File: src/rtl/multicycle_control.sv
// Multi-cycle FSM control unit for the RV64I datapath (ld/sd/add/sub/addi/jal/jalr/auipc/beq/bne).
// Optional TRACE_RETIRE_EN adds last_pc_sel/last_instr retirement trace ports and a sim-only log.
module multicycle_control #(
  parameter int MEM_LAT = 1,
  parameter int REG_AW  = 5,
  parameter int RET_W   = 32
) (
  input  logic              clk,
  input  logic              rst_n,
  input  logic              start,
  input  logic              step,
  input  logic [31:0]       instr,
  input  logic              zero,
  output logic              ir_we,
  output logic              pc_we,
  output logic [1:0]        pc_sel,
  output logic              reg_we,
  output logic [REG_AW-1:0] rs1,
  output logic [REG_AW-1:0] rs2,
  output logic [REG_AW-1:0] rd,
  output logic [1:0]        wb_sel,
  output logic [2:0]        imm_sel,
  output logic              alu_sub,
  output logic              alu_imm,
  output logic              mem_re,
  output logic              mem_we,
  output logic              busy,
  output logic              illegal,
  output logic [RET_W-1:0]  retired
`ifdef TRACE_RETIRE_EN
  ,
  output logic [1:0]        last_pc_sel,
  output logic [31:0]       last_instr
`endif
);

  typedef enum logic [2:0] {
    S_IDLE, S_FETCH, S_DECODE, S_EXEC, S_MEM_WAIT, S_WB, S_HALT
  } state_t;

  typedef enum logic [3:0] {
    C_NONE, C_LD, C_SD, C_ADD, C_SUB, C_ADDI, C_JAL, C_JALR, C_AUIPC, C_BEQ, C_BNE
  } iclass_t;

  localparam logic [2:0] IMM_I = 3'd0;
  localparam logic [2:0] IMM_S = 3'd1;
  localparam logic [2:0] IMM_B = 3'd2;
  localparam logic [2:0] IMM_U = 3'd3;
  localparam logic [2:0] IMM_J = 3'd4;

  localparam logic [1:0] WB_ALU  = 2'd0;
  localparam logic [1:0] WB_MEM  = 2'd1;
  localparam logic [1:0] WB_PC4  = 2'd2;
  localparam logic [1:0] WB_PCIM = 2'd3;

  localparam logic [1:0] PC_PLUS4 = 2'd0;
  localparam logic [1:0] PC_IMM   = 2'd1;
  localparam logic [1:0] PC_JALR  = 2'd2;

  localparam logic [3:0] CNT_LAST = 4'(MEM_LAT - 1);

  state_t           state, state_nx;
  iclass_t          cls, dec_class;
  logic [3:0]       cnt;
  logic             cnt_last;
  logic             instr_end;
  logic             rd_nz;

  wire [6:0] opcode = instr[6:0];
  wire [2:0] funct3 = instr[14:12];
  wire [6:0] funct7 = instr[31:25];

  assign cnt_last = (cnt == CNT_LAST);
  assign rd_nz    = |rd;
  assign busy     = (state != S_IDLE) && (state != S_HALT);

  // Instruction classification from the instruction register; C_NONE means illegal.
  always_comb begin
    dec_class = C_NONE;
    case (opcode)
      7'b0000011: if (funct3 == 3'b011) dec_class = C_LD;
      7'b0100011: if (funct3 == 3'b011) dec_class = C_SD;
      7'b0110011: begin
        if (funct3 == 3'b000 && funct7 == 7'b0000000) dec_class = C_ADD;
        else if (funct3 == 3'b000 && funct7 == 7'b0100000) dec_class = C_SUB;
      end
      7'b0010011: if (funct3 == 3'b000) dec_class = C_ADDI;
      7'b1101111: dec_class = C_JAL;
      7'b1100111: if (funct3 == 3'b000) dec_class = C_JALR;
      7'b0010111: dec_class = C_AUIPC;
      7'b1100011: begin
        if (funct3 == 3'b000) dec_class = C_BEQ;
        else if (funct3 == 3'b001) dec_class = C_BNE;
      end
      default: dec_class = C_NONE;
    endcase
  end

  // NOTE: state registers use non-blocking assignments so every flop samples pre-edge values.
  always_ff @(posedge clk or negedge rst_n) begin
    if (!rst_n) begin
      state   <= S_IDLE;
      cls     <= C_NONE;
      rs1     <= '0;
      rs2     <= '0;
      rd      <= '0;
      cnt     <= '0;
      retired <= '0;
      illegal <= 1'b0;
    end else begin
      state <= state_nx;
      if (state == S_DECODE) begin
        cls <= dec_class;
        rs1 <= REG_AW'(instr[19:15]);
        rs2 <= REG_AW'(instr[24:20]);
        rd  <= REG_AW'(instr[11:7]);
        if (dec_class == C_NONE) illegal <= 1'b1;
      end
      // Wait-state counter restarts whenever MEM_WAIT is left.
      if (state == S_MEM_WAIT && !cnt_last) cnt <= cnt + 4'd1;
      else                                  cnt <= '0;
      if (instr_end) retired <= retired + RET_W'(1);
    end
  end

  // NOTE: every output and next-state value gets a default first, so no path infers a latch.
  always_comb begin
    state_nx  = state;
    instr_end = 1'b0;
    ir_we     = 1'b0;
    pc_we     = 1'b0;
    pc_sel    = PC_PLUS4;
    reg_we    = 1'b0;
    wb_sel    = WB_ALU;
    imm_sel   = IMM_I;
    alu_sub   = 1'b0;
    alu_imm   = 1'b0;
    mem_re    = 1'b0;
    mem_we    = 1'b0;

    case (state)
      S_IDLE:   if (start) state_nx = S_FETCH;
      S_FETCH: begin
        ir_we    = 1'b1;
        state_nx = S_DECODE;
      end
      S_DECODE: state_nx = (dec_class == C_NONE) ? S_HALT : S_EXEC;
      S_EXEC: begin
        case (cls)
          C_ADD, C_SUB: begin
            alu_sub  = (cls == C_SUB);
            state_nx = S_WB;
          end
          C_ADDI: begin
            alu_imm  = 1'b1;
            state_nx = S_WB;
          end
          C_AUIPC: begin
            imm_sel  = IMM_U;
            state_nx = S_WB;
          end
          C_LD: begin
            alu_imm  = 1'b1;
            state_nx = S_MEM_WAIT;
          end
          C_SD: begin
            imm_sel  = IMM_S;
            alu_imm  = 1'b1;
            state_nx = S_MEM_WAIT;
          end
          C_BEQ, C_BNE: begin
            alu_sub   = 1'b1;
            imm_sel   = IMM_B;
            pc_we     = 1'b1;
            pc_sel    = ((cls == C_BEQ) == zero) ? PC_IMM : PC_PLUS4;
            instr_end = 1'b1;
          end
          C_JAL: begin
            imm_sel   = IMM_J;
            pc_sel    = PC_IMM;
            pc_we     = 1'b1;
            wb_sel    = WB_PC4;
            reg_we    = rd_nz;
            instr_end = 1'b1;
          end
          C_JALR: begin
            pc_sel    = PC_JALR;
            pc_we     = 1'b1;
            wb_sel    = WB_PC4;
            reg_we    = rd_nz;
            instr_end = 1'b1;
          end
          default: state_nx = S_HALT;
        endcase
      end
      S_MEM_WAIT: begin
        alu_imm = 1'b1;
        if (cls == C_SD) begin
          imm_sel = IMM_S;
          mem_we  = (cnt == 4'd0);
          if (cnt_last) begin
            pc_we     = 1'b1;
            instr_end = 1'b1;
          end
        end else begin
          mem_re = 1'b1;
          if (cnt_last) state_nx = S_WB;
        end
      end
      S_WB: begin
        reg_we    = rd_nz;
        pc_we     = 1'b1;
        instr_end = 1'b1;
        // ALU controls stay applied so the combinational result is still valid for write-back.
        case (cls)
          C_LD:    wb_sel = WB_MEM;
          C_AUIPC: begin
            wb_sel  = WB_PCIM;
            imm_sel = IMM_U;
          end
          C_ADDI:  alu_imm = 1'b1;
          C_SUB:   alu_sub = 1'b1;
          default: wb_sel = WB_ALU;
        endcase
      end
      S_HALT:   state_nx = S_HALT;
      default:  state_nx = S_IDLE;
    endcase

    if (instr_end) state_nx = step ? S_IDLE : S_FETCH;
  end

`ifdef TRACE_RETIRE_EN
  always_ff @(posedge clk or negedge rst_n) begin
    if (!rst_n) begin
      last_pc_sel <= 2'd0;
      last_instr  <= 32'd0;
    end else if (instr_end) begin
      last_pc_sel <= pc_sel;
      last_instr  <= instr;
    end
  end

`ifndef SYNTHESIS
  always @(posedge clk) begin
    if (rst_n && instr_end)
      $display("retire #%0d instr=%08h pc_sel=%0d", retired + RET_W'(1), instr, pc_sel);
  end
`endif
`endif

endmodule

File: config.mk
export PLATFORM = sky130hd
export DESIGN_NAME = multicycle_control
export DESIGN_NICKNAME = d
export VERILOG_FILES = /design/src/rtl/multicycle_control.sv
export SDC_FILE = /design/constraint.sdc
export NUM_CORES = 1
export LEC_CHECK = 0
export ABC_AREA = 1
export CAP_MARGIN = 40
export CELL_PAD_IN_SITES_DETAIL_PLACEMENT = 1
export CELL_PAD_IN_SITES_GLOBAL_PLACEMENT = 1
export CORE_AREA = 2 2 105 107
export DETAILED_ROUTE_END_ITERATION = 12
export DIE_AREA = 0 0 107 109
export PLACE_DENSITY = 0.89
export SLEW_MARGIN = 25
export SYNTH_ARGS = -nofsm -noshare
export SYNTH_HDL_FRONTEND = slang
export SYNTH_SLANG_ARGS = --single-unit
File: constraint.sdc
create_clock -name clk -period 1.9 [get_ports clk]
set_input_delay 0.285 -clock clk [delete_from_list [all_inputs] [get_ports clk]]
set_output_delay 0.285 -clock clk [all_outputs]
set_load 0.05 [all_outputs]
## Yosys cells after proc, flatten, opt, wreduce, memory -nomap -nowiden

Cells that the tools add are included.

| cells by class | value |
|---|---|
| add/subtract/negate cells | 2 |
| eq/ne operators | 34 |
| muxes and demuxes | 45 |
| reductions and logical operators | 21 |

Operator list:

| cell | count |
|---|---|
| adder 32 x 1 -> 32 bit, second input constant | 1 |
| case mux 4 bit (8 select lines) | 1 |
| two-way mux 3 bit | 9 |
| == test 7 x 6 -> 1 bit, second input constant | 3 |
| == test 7 bit, second input constant | 3 |
| case mux 3 bit (7 select lines) | 1 |
| case mux 3 bit (3 select lines) | 2 |
| == test 4 x 3 -> 1 bit, second input constant | 4 |
| two-way mux 1 bit | 16 |
| inequality test 3 bit, second input constant | 5 |
| == test 7 x 5 -> 1 bit, second input constant | 2 |
| == test 4 bit, second input constant | 3 |
| two-way mux 4 bit | 3 |
| case mux 3 bit (4 select lines) | 1 |
| == test 3 x 2 -> 1 bit, second input constant | 3 |
| == test 3 bit, second input constant | 3 |
| == test 4 x 2 -> 1 bit, second input constant | 2 |
| zero test 4 bit | 2 |
| two-way mux 2 bit | 4 |
| case mux 2 bit (2 select lines) | 2 |
| OR reduction 2 bit | 4 |
| OR reduction 4 bit | 2 |
| == test 7 x 2 -> 1 bit, second input constant | 1 |
| zero test 7 bit | 1 |
| other kinds (16) | 24 |

| word-level totals | value |
|---|---|
| flip-flop bits (word level) | 59 |
| input port bits | 37 |
| output and inout port bits | 63 |
| word-level logic and storage cells | 110 |

## Longest topological paths before layout

Gate-level depths: netlist (run 1).

| logic depth | value |
|---|---|
| word-level depth | 9 |
| depth in mapped cells | 13 |
| mapped depth without buffers | 13 |

## Least setup slack after synthesis (run 1)

Ideal clock, no wire load.

| path | value |
|---|---|
| path type | register to output |
| start | register state[2] |
| end | output alu_sub |
| arrival | 2.016 ns |
| required time | 1.615 ns |
| slack | -0.401 ns |
| stages on the path, launching flop included | 5 |
| buffers on the path | 0 |
| cell sequence | dfrtp_1 > nand2_1 > nor2_1 > nor2_1 > o31ai_1 |

| between the ends | value |
|---|---|
| longest elaborated chain between the ends | 2 |
| elaborated cells between the ends (all ways) | 3 |
| classes of those cells | 2 x eq/ne; 1 x mux |

RTL lines:

| item | RTL line | RTL |
|---|---|---|
| from (decl) | 62 | `state_t state, state_nx;` |
| from (signal assigned) | 111 | `state <= state_nx;` |
| == test 3 bit or == test 3 x 2 -> 1 bit (tied branches) | 141 | `case (state)` |
| case mux 1 bit (2 select lines) * | 141 |  |
| to (decl) | 23 | `output logic alu_sub,` |

Mark *: on every way between the ends. The rest lies on a longest branch, timed or not.

## Final worst setup path (run 1)

| path | value |
|---|---|
| start | register cls[1] |
| end | output pc_we |

| between the ends | value |
|---|---|
| longest elaborated chain between the ends | 4 |
| elaborated cells between the ends (all ways) | 9 |
| classes of those cells | 5 x eq/ne; 3 x mux; 1 x reduce/logical |

RTL lines:

| item | RTL line | RTL |
|---|---|---|
| from (decl) | 63 | `iclass_t cls, dec_class;` |
| from (signal assigned) | 113 | `cls <= dec_class;` |
| == test 4 bit or == test 4 x 3 -> 1 bit (tied branches) | 149 | `case (cls)` |
| OR reduction 4 bit (no line) | -- |  |
| two-way mux 1 bit | 149 |  |
| case mux 1 bit (3 select lines) * | 141 |  |
| to (decl) | 15 | `output logic pc_we,` |

Marks and branches as above.

==> summary.txt, run 1 <==
Outcome: finished, violations left
Failing checks: setup timing
Worst clock skew: 0.0101 ns
CP arrival: 1.64 ns
Largest net degree at the start of global routing: 32
Setup ws final: -0.0253 ns
CTS Buf Count: 9
Setup violators final: 4
Post-Layout Cell Count: 769
Least-Margin Pin Slew: 0.531 ns
Top cell type by total area after synthesis: dfrtp_1
Area delta synth->final: 59.8%
Fillers: 1264
Routed wire length: 12.3 mm
Sequential cell area: 0.00149 mm2
Initial drt markers: 160
Register area share after synthesis: 0.423
Compound-Gate Fraction of Synth Area: 0.0466
RSZ-0062 raised after global routing: true
H-tree depth: 3
Max_slew headroom: 0.645
Simple logic cell fraction of the synthesized area: 0.355
Top post-synthesis cells by count: nand2_1, nor2_1, inv_1, dfrtp_1, nand3_1
GRT Util Overall: 0.209
Fraction of registers with async set/reset: 1.00
WP data required: 1.62 ns
Max Clk Rate: 519 MHz
Antenna Nets Post-Route: 0
Power Dens Cells: 1060 mW/mm2
Clk_lat worst skew: 0.34 ns
First-pass iteration count of the detailed router: 4
Share of layout cells above drive strength 1: 0.267
Largest family of logic cells by synthesized area: simple AND/OR/NAND/NOR gates
CP endpoint kind: output pin
Multi-input gate area in the final layout: 0.00195 mm2
I/O Buffers: 99
Max Slew Vio Count: 0
Crit path time final: 1.93 ns
Vias per cell: 4.83
# IOs: 100
Count leader, synth: nand2_1
Nets@finish: 664
Clock-pin slew on the worst setup and hold paths: 0.07 ns
Via Count: 3713
Hold crit path type: in2async
Tcrit/Tclk final: 1.01
Vias in the first global route: 3965
Crit-path max FO: 4
Post-synthesis cell type count: 35
Top FF cell, synth: dfrtp_1
Num rows: 38
Worst IR Drop VDD: 0.652 mV
Post-synth EDFFs: 0
Die W: 107 um
Worst Setup Path Type: reg2out
Die Y-Extent: 109 um
Inst Count DP: 724
WL/cell: 16.0 um
Post-DP HPWL: 8.56 mm
Core box area: 0.0106 mm2
Synth warn: 0
Initial antenna violation count: 0
#FFs+latches synth: 59
Leak Pwr: 0.00267 uW
Syn nets: 512
Initial Util: 0.329
Max_cap viols: 0
CP startpoint kind: register
Full die area: 0.0117 mm2
First-pass GRT wire length: 19.3 mm
Adder-cell share of the synthesized area: 0.0108
Syn Std Cell Area: 0.00349 mm2
Share of the synthesized area in the top cell type: 0.423
Clock Sink Count: 59
Power Total: 5930 uW
Antenna Cells: 0
Hold Fails Final Rpt: 0
Synth Area in XOR/XNOR: 0.0779
Clock Tree Root: clkbuf_8
Routability cong.: 0.893
Max clock buf depth: 2
Grt ovf: 0
Proportion of synthesized area in mux cells: 0.00323
CTS tree: yes
Synth top area cells: dfrtp_1, nand2_1, nor2_1
DRC viols: 0
Synthesized area per cell: 7.39 um2
Gate Count Post-Synth: 472
-- worst max-delay path, cell delays in order (launching register included) --
cell     delay [ns]
dfrtp_2        0.45
buf_4          0.16
nand2_2        0.09
nor2_4         0.05
nor2_4         0.15
nand3_4        0.12
buf_6          0.14
buf_12         0.13
-- routing by layer --
metal  GRT usage  up-vias  routed length [um]  part of all wire
li1            -     1786                   -                 -
met4      0.0677        0                 304             0.025
met5           0        -                   0                 0
met2       0.375       78                6500              0.53
met3      0.0383       23                 402             0.033
met1       0.253     1826                5060              0.41
-- final timing paths --
check                                         from                       to  slack [ns]  depth (start not counted)
worst max-delay path            cls[1]$_DFFE_PN0P_                    pc_we       -0.03                          7
worst min-delay path                         rst_n  retired[25]$_DFFE_PN0P_        0.43                          2
worst max register to register  cls[1]$_DFFE_PN0P_  retired[19]$_DFFE_PN0P_        0.02                         10
worst min register to register  rs1[2]$_DFFE_PN0P_       rs1[2]$_DFFE_PN0P_        0.48                          2
max in group asynchronous                    rst_n       rs2[0]$_DFFE_PN0P_        0.92                          3
min in group clk                rs1[2]$_DFFE_PN0P_       rs1[2]$_DFFE_PN0P_        0.48                          2
-- cell families (layout without fill, tap and decap cells) --
family                     Yosys count  in the layout
and+or+nand+nor                    277            277
buffers and inverters               72            229
DFF                                 59             59
xor gates and xnor gates            31             31
AOI/OAI and AO/OA                   29             29
adders and majority gates            3              3
muxes                                1              1
-- power breakdown --
group	switching (uW)	internal, uW	total [uW]
Sequential	226	1510	1730
Clock	515	808	1320
Combinational	1820	1050	2870
Total	2560	3360	5930
-- per-stage QoR --
| step | utilization | worst slack [ns] | cell area [um2] | TNS [ns] | hold WS (ns) |
|---|---|---|---|---|---|
| after floorplan | - | 0.0176 | 3500 | 0 | -0.0106 |
| after global placement | 0.460 | 0.0766 | 4880 | 0 | 0.230 |
| after detailed placement | 0.460 | -0.0638 | 4880 | -0.0825 | 0.247 |
| after CTS | 0.501 | -0.0481 | 5310 | -0.242 | 0.410 |
| after global routing | 0.526 | -0.0982 | 5570 | -0.839 | 0.453 |
| final | 0.526 | -0.0253 | 5570 | -0.0692 | 0.428 |
-- repair_timing --
item / CTS / global route
setup buffers: 15 / 13
hold buffers: 1 / 0
endpoints found under the setup margin: 22 / 26
hold endpoints to repair: 14 / 0
gates resized for setup: 47 / 45
pin swaps: 7 / 20
-- final cells by class --
cell class	count	area share
inverters	65	0.0456
multi-input cells	341	0.349
repair buffers	148	0.266
clock buffers	12	0.0278
clock inverters	4	0.0130
well taps	140	0.0314
flip-flops and latches	59	0.267
-- placed cells by master, fill, tap and decap left out, drive strengths merged --
cell	netlist	routed
dlymetal6s2s	0	1
nand3b	1	1
clkinvlp	0	1
o21a	2	2
nand4	16	16
nand2	143	143
xor2	21	21
nor4	2	2
mux2	1	1
inv	65	65
buf	3	79
dlygate4sd2	0	11
dfrtp	59	59
dlygate4sd3	0	1
nor3b	1	1
o2111ai	1	1
o31ai	1	1
ha	3	3
nand3	25	25
bufinv	0	2
clkinv	0	1
clkdlybuf4s50	0	56
a21oi	6	6
clkbuf	4	12
xnor2	10	10
nor2	69	69
nor3	19	19
o21ai	16	16
a22oi	2	2
or2	1	1
a31oi	1	1
-- flip-flops by register name, indices dropped and copies added (netlist names) --
register	cells
cnt	4
illegal	1
cls	4
rd	5
rs1	5
rs2	5
retired	32
state	3
No activity file was read; power rests on OpenSTA's default activity.
==> run 2: changes to the inputs <==
Settings changed: CORE_AREA 2 2 105 107 to 2 2 86 130, DIE_AREA 0 0 107 109 to 0 0 88 132.
==> run 2 against run 1 <==
  * The flow still finishes with violations (setup timing)
  * Combinational power grew 7%
  * Global-route usage up 1.7 points
  * Routed wire length grew 12%
  * Register-to-register slack worse by 0.08 ns
  * Sequential share of layout area fell by 0.24 points
  * Clock power increased by 25%
  * Clock-buffer cell count unchanged
  * Hold slack improved by 0.048 ns
  * Critical endpoint unchanged
  * Largest cell class unchanged
  * Highest routed layer unchanged
==> summary.txt, run 2 (same netlist as run 1, synthesis figures left out) <==
RSZ-0062 raised after global routing: true
GR Util met1: 0.223 (-0.0302)
Routability cong.: 0.916 (+2.6%)
Initial Util: 0.335 (+0.00585)
Sequential Power Share: 0.272 (-0.021)
# IOs: 100 (unchanged)
Crit path buffers/inverters: 3 (unchanged)
Post-Layout Cell Count: 760 (-1.2%)
Hold crit path type: reg2reg
Sw Pwr: 2770 uW (+8.4%)
Outcome: finished, violations left
Critical path's slowest cell: dfrtp_2
Clock Sink Count: 59 (unchanged)
Worst clock skew: 0.00761 ns (-0.00252 ns)
Clk pwr share: 0.255 (+0.032)
CP arrival: 1.69 ns (+0.05 ns)
Num rows: 46 (+21%)
Tcrit/Tclk final: 1.04 (+0.0266)
Core box area: 0.0104 mm2 (-1.7%)
Max Clk Rate: 506 MHz (-2.6%)
Share of layout cells above drive strength 1: 0.253 (-0.0138)
Internal reg-to-reg setup slack: -0.06 ns (-0.08 ns)
Clock-pin slew on the worst setup and hold paths: 0.05 ns (-0.02 ns)
Least-Margin Pin Slew: 0.533 ns (+0.00135 ns)
Worst Setup Path Type: reg2out
GRT met2 Usage: 0.415 (+0.0396)
Hold Fails Final Rpt: 0 (unchanged)
Setup violators final: 17 (+13)
Max_cap viols: 0 (unchanged)
Max clock buf depth: 2 (unchanged)
Initial antenna violation count: 0 (unchanged)
Total negative slack: -0.571 ns (-0.502 ns)
Vias in the first global route: 4263 (+7.5%)
First-pass iteration count of the detailed router: 4 (unchanged)
Via Count: 3845 (+3.6%)
Leak Pwr: 0.00265 uW (-0.61%)
Pre-CTS setup slack: -0.0695 ns (-0.00579 ns)
Die W: 88 um (-18%)
Most frequent cells in the layout: nand2_1, clkdlybuf4s50_1, inv_1, nor2_1, dfrtp_1
Grt ovf: 0 (unchanged)
Initial drt markers: 102 (-36%)
Hold slack: 0.476 ns (+0.0481 ns)
CTS tree: yes
Largest register FFs: 32 (unchanged)
GRT Util Overall: 0.226 (+0.0168)
Failing checks: setup timing
Crit-path max FO: 4 (unchanged)
H-tree depth: 3 (unchanged)
Hold path start: rs1[4]$_DFFE_PN0P_
I/O Buffers: 99 (unchanged)
CP startpoint kind: register
WP data required: 1.62 ns (about the same)
Antenna Nets Post-Route: 0 (unchanged)
Routed wire length: 13.7 mm (+12%)
Clock Tree Root: clkbuf_16
WL/cell: 18.0 um (+13%)
Area delta synth->final: 61.4%
GR Util met3: 0.0539 (+0.0156)
Die Y-Extent: 132 um (+21%)
Hold depth: 2
Commonest non-fill, non-tap cell in the layout: nand2_1
Internal Power: 3720 uW (+11%)
FF-to-FF path depth: 10 (unchanged)
CTS Buf Count: 9 (unchanged)
Clk_lat worst skew: 0.33 ns (about the same)
Full die area: 0.0116 mm2 (-0.40%)
Hold endpoint: rs1[4]$_DFFE_PN0P_
Logic pwr share: 0.473 (-0.011)
Crit path time final: 1.98 ns (+0.0505 ns)
Worst path cell trace: nand2_2, nor2_2, buf_4, nor2_4, nand3_4, buf_6, buf_12
Crit Reg-Reg Startpoint: state[0]$_DFFE_PN0P_
Worst IR Drop VDD: 0.897 mV (+37%)
Max Slew Vio Count: 0 (unchanged)
Power Dens Cells: 1150 mW/mm2 (+8.5%)
Busiest grt layer: met2
Nets@finish: 653 (-1.7%)
Vias per cell: 5.06 (+4.8%)
Setup ws final: -0.0758 ns (-0.0505 ns)
CP endpoint kind: output pin
Inst Count DP: 726 (+0.28%)
Reg with most FFs: retired
Slowest cell delay on critical path: 0.44 ns (about the same)
Post-DP HPWL: 8.86 mm (+3.5%)
Reg2reg end: state[2]$_DFFE_PN0P_
Sw frac: 0.427 (-0.00495)
DRC viols: 0 (unchanged)
Max_slew headroom: 0.642 (-0.00252)
First-pass GRT wire length: 20.5 mm (+5.9%)
CP top delay family: simple AND/OR/NAND/NOR gates
Largest net degree at the start of global routing: 60 (+88%)
Antenna Cells: 0 (unchanged)
Final core utilization: 0.540 (+0.0147)
[run 2: layer usage]
| layer | vias to the layer above | share of wire |
|---|---|---|
| met1 | 1864 | 0.35 |
| met2 | 157 | 0.55 |
| met3 | 57 | 0.046 |
| li1 | 1767 | - |
| met5 | - | 0 |
| met4 | 0 | 0.060 |
[run 2: layout make-up]
class                           instances  area (um2)
Timing Repair Buffer                  137        1420
Fill cell                            1226        4790
Clock inverter                          2        35.0
Clock buffer                           12         267
Tap cell                              144         180
Sequential cell                        59        1490
Inverter                               65         256
Multi-Input combinational cell        341        1980
[run 2: metrics by stage]
step	cell area [um2]	power, uW
4_1_cts	5400	6320
3_5_place_dp	4860	4410
6_report	5630	6500
5_1_grt	5630	6770
2_1_floorplan	3500	3310
3_3_place_gp	4860	4290
[run 2: how the worst max path moves through the flow]
| stage | from | endpoint | slack, ns | cells past startpoint |
|---|---|---|---|---|
| floorplan | state[2]$_DFFE_PN0P_ | alu_sub | 0.02 | 4 |
| global placement | instr[3] | state[2]$_DFFE_PN0P_ | 0.05 | 13 |
| detailed placement | instr[1] | state[2]$_DFFE_PN0P_ | -0.07 | 12 |
| CTS | state[2]$_DFFE_PN0P_ | alu_sub | -0.05 | 7 |
| global route | instr[3] | state[2]$_DFFE_PN0P_ | -0.20 | 13 |
| finish | state[0]$_DFFE_PN0P_ | pc_we | -0.08 | 7 |
[run 2: power groups by stage]
stage | clock [uW] | combinational [uW] | sequential, uW
3_3_place_gp | 0 | 2570 | 1720
5_1_grt | 1740 | 3220 | 1800
3_5_place_dp | 0 | 2670 | 1740
4_1_cts | 1680 | 2880 | 1750
6_report | 1650 | 3070 | 1770
2_1_floorplan | 0 | 903 | 2400
[run 2: timing repair]
item,in CTS,in global routing
endpoints found under the setup margin,21,33
endpoints found under the hold margin,59,0
pin swaps,5,13
resized for setup,45,42
hold buffers,1,0
buffers inserted,11,8
[run 2: tightest hold or removal path, stage by stage (launching register included)]
cell	delay, ns
dfrtp_1	0.34
nand2_1	0.05
nand2_1	0.05
==> run 3: changes to the inputs <==
Settings changed: CORE_AREA 2 2 86 130 to 2 2 90 135, DIE_AREA 0 0 88 132 to 0 0 92 137, PLACE_DENSITY 0.89 to 0.86.
Clock period 1.9 ns to 1.8 ns, I/O delays scaled along.
==> run 3 against run 2 <==
  * The flow still finishes with violations (setup timing)
  * Largest cell class unchanged
  * Combinational power increased by 14%
  * Sequential power is 3% higher
  * Power rose by 13%
  * Largest power group unchanged
  * Utilization down 0.19 points
  * First-iteration DRC count grew 7.8%
  * Routed wire length up 6.2%
  * Hold slack worse by 0.0028 ns
  * Sequential cell count stayed put
  * Sequential share of layout area down 2.1 points
  * Die area increased by 8.5%
  * Clock power is 22% higher
  * Critical path depth is the same
==> summary.txt, run 3 (same netlist as run 1, synthesis figures left out) <==
Sequential Power Share: 0.250 (-0.022)
CP arrival: 1.70 ns (about the same)
Clk pwr share: 0.274 (+0.019)
Failing checks: setup timing
Routability cong.: 0.912 (-0.44%)
GRT Util Overall: 0.212 (-0.0135)
WP data required: 1.53 ns (-0.09 ns)
Logic pwr share: 0.476 (+0.003)
Sw Pwr: 3000 uW (+8.0%)
Die W: 92 um (+4.5%)
Commonest non-fill, non-tap cell in the layout: nand2_1
Core box area: 0.0114 mm2 (+9.5%)
Leak Pwr: 0.00289 uW (+9.0%)
First-pass GRT wire length: 21.0 mm (+2.6%)
DRC viols: 0 (unchanged)
Antenna Cells: 0 (unchanged)
Worst IR Drop VDD: 1.00 mV (+12%)
I/O Buffers: 99 (unchanged)
Vias in the first global route: 4427 (+3.8%)
Stages on the worst setup path: 7 (unchanged)
Antenna Nets Post-Route: 0 (unchanged)
Reg with most FFs: retired
Share of layout cells above drive strength 1: 0.374 (+0.120)
FF-to-FF path depth: 12 (+2)
Max_cap viols: 0 (unchanged)
Critical path's slowest cell: dfrtp_1
Hold crit path type: reg2reg
Initial drt markers: 110 (+7.8%)
Critical Path End: pc_sel[0]
Largest register FFs: 32 (unchanged)
Internal reg-to-reg setup slack: -0.08 ns (-0.02 ns)
Hold path start: rs2[4]$_DFFE_PN0P_
CTS Buf Count: 9 (unchanged)
Crit path buffers/inverters: 3 (unchanged)
RSZ-0062 raised after global routing: true
Max clock buf depth: 2 (unchanged)
Post-DP HPWL: 9.38 mm (+5.9%)
Max Clk Rate: 508 MHz
Hold Fails Final Rpt: 0 (unchanged)
Crit path launch: cls[1]$_DFFE_PN0P_
Clock Sink Count: 59 (unchanged)
Via Count: 3998 (+4.0%)
WL/cell: 18.1 um (+0.51%)
Largest net degree at the start of global routing: 60 (unchanged)
Nets@finish: 688 (+5.4%)
CP startpoint kind: register
Setup ws final: -0.169 ns (-0.0928 ns)
Power Dens Cells: 1190 mW/mm2 (+3.4%)
Tcrit/Tclk final: 1.09
Sw frac: 0.409 (-0.0185)
H-tree depth: 3 (unchanged)
Grt ovf: 0 (unchanged)
Routed wire length: 14.6 mm (+6.2%)
Hold slack: 0.473 ns (-0.00275 ns)
Die Y-Extent: 137 um (+3.8%)
Clock Tree Root: clkbuf_16
Worst path cell trace: inv_2, nor2_4, buf_4, o21a_1, a22oi_2, nor2_2, buf_12
First-pass iteration count of the detailed router: 4 (unchanged)
Least-Margin Pin Slew: 0.530 ns (-0.00290 ns)
CTS tree: yes
Pre-CTS setup slack: -0.156 ns (-0.0865 ns)
Slowest cell delay on critical path: 0.42 ns (-0.02 ns)
# IOs: 100 (unchanged)
Num rows: 48 (+4.3%)
Setup violators final: 19 (+2)
Outcome: finished, violations left
CP top delay family: buffers and inverters
Max_slew headroom: 0.646 (+0.00356)
Area delta synth->final: 76.2%
Full die area: 0.0126 mm2 (+8.5%)
Max Slew Vio Count: 0 (unchanged)
Initial antenna violation count: 0 (unchanged)
Most frequent cells in the layout: nand2_1, buf_4, inv_1, dfrtp_1, clkdlybuf4s50_1
Crit Reg-Reg Startpoint: cls[1]$_DFFE_PN0P_
Power Total: 7330 uW (+13%)
Internal Power: 4340 uW (+17%)
Initial Util: 0.306 (-0.0291)
CP endpoint kind: output pin
Reg2reg end: retired[9]$_DFFE_PN0P_
Crit-path max FO: 3 (-1)
Clk_lat worst skew: 0.33 ns (about the same)
Worst clock skew: 0.0102 ns (+0.00263 ns)
Vias per cell: 4.98 (-1.6%)
Worst Setup Path Type: reg2out
Clock-pin slew on the worst setup and hold paths: 0.06 ns (about the same)
Crit path time final: 1.97 ns
run 3: cell types whose count changed in the layout (fill, tap and decap cells not counted), sizes merged:
cell / change
clkinv: +1
clkbuf: -1
dlygate4sd2: -3
clkdlybuf4s50: -16
dlymetal6s2s: +1
bufinv: +2
buf: +53
run 3: final cells by class:
| cell class | count | area, um2 |
|---|---|---|
| clock buffers | 11 | 243 |
| clock inverters | 5 | 100 |
| fillers | 1336 | 5270 |
| inverters | 65 | 259 |
| multi-input cells | 341 | 2140 |
| flip-flops and latches | 59 | 1490 |
| well taps | 150 | 188 |
| repair buffers | 172 | 1720 |
run 3: repair_timing:
action | 4_1_cts | 5_1_grt
setup endpoints to repair | 21 | 52
hold endpoints to repair | 59 | 0
pin swaps | 16 | 32
hold buffers | 1 | 0
gates resized for setup | 53 | 95
setup buffers | 17 | 18
run 3: how the worst min path moves through the flow:
stage / end / slack [ns] / cells past startpoint
floorplan: cls[0]$_DFFE_PN0P_ / -0.03 / 0
global placement: retired[24]$_DFFE_PN0P_ / 0.30 / 2
detailed placement: retired[28]$_DFFE_PN0P_ / 0.31 / 2
CTS: rd[3]$_DFFE_PN0P_ / 0.48 / 3
global route: rs2[3]$_DFFE_PN0P_ / 0.50 / 2
finish: rs2[4]$_DFFE_PN0P_ / 0.47 / 2
run 3: layer usage:
metal	track usage	vias to the layer above	routed length, um
met4	0.114	0	787
met5	0	-	0
met2	0.415	136	8160
li1	-	1837	-
met3	0.0385	54	577
met1	0.207	1971	5040
run 3: worst reg2reg max path, stage by stage (launching register included):
cell     delay, ns
dfrtp_1       0.40
inv_2         0.10
nor2_4        0.17
nand2_4       0.10
nor2_4        0.13
nand2_4       0.07
nand3_4       0.12
buf_12        0.13
buf_12        0.14
nand2_8       0.07
nor2_4        0.11
buf_6         0.10
xor2_1        0.15
run 3: stage by stage:
stage               cell area [um2]   util  TNS (ns)  cells
finish                         6140  0.538     -1.53    803
global route                   6140  0.538     -3.21    803
detailed placement             5020  0.440    -0.549    756
CTS                            5690  0.499     -1.31    790
global placement               5020  0.440         0    756
floorplan                      3510      -   -0.0846    472
run 3: power by group through the flow:
stage	sequential, uW	clock, uW	combinational, uW
6_report	1830	2010	3490
5_1_grt	1870	2080	3680
4_1_cts	1820	2030	3200
3_5_place_dp	1820	0	2900
3_3_place_gp	1800	0	2810
2_1_floorplan	2540	0	960
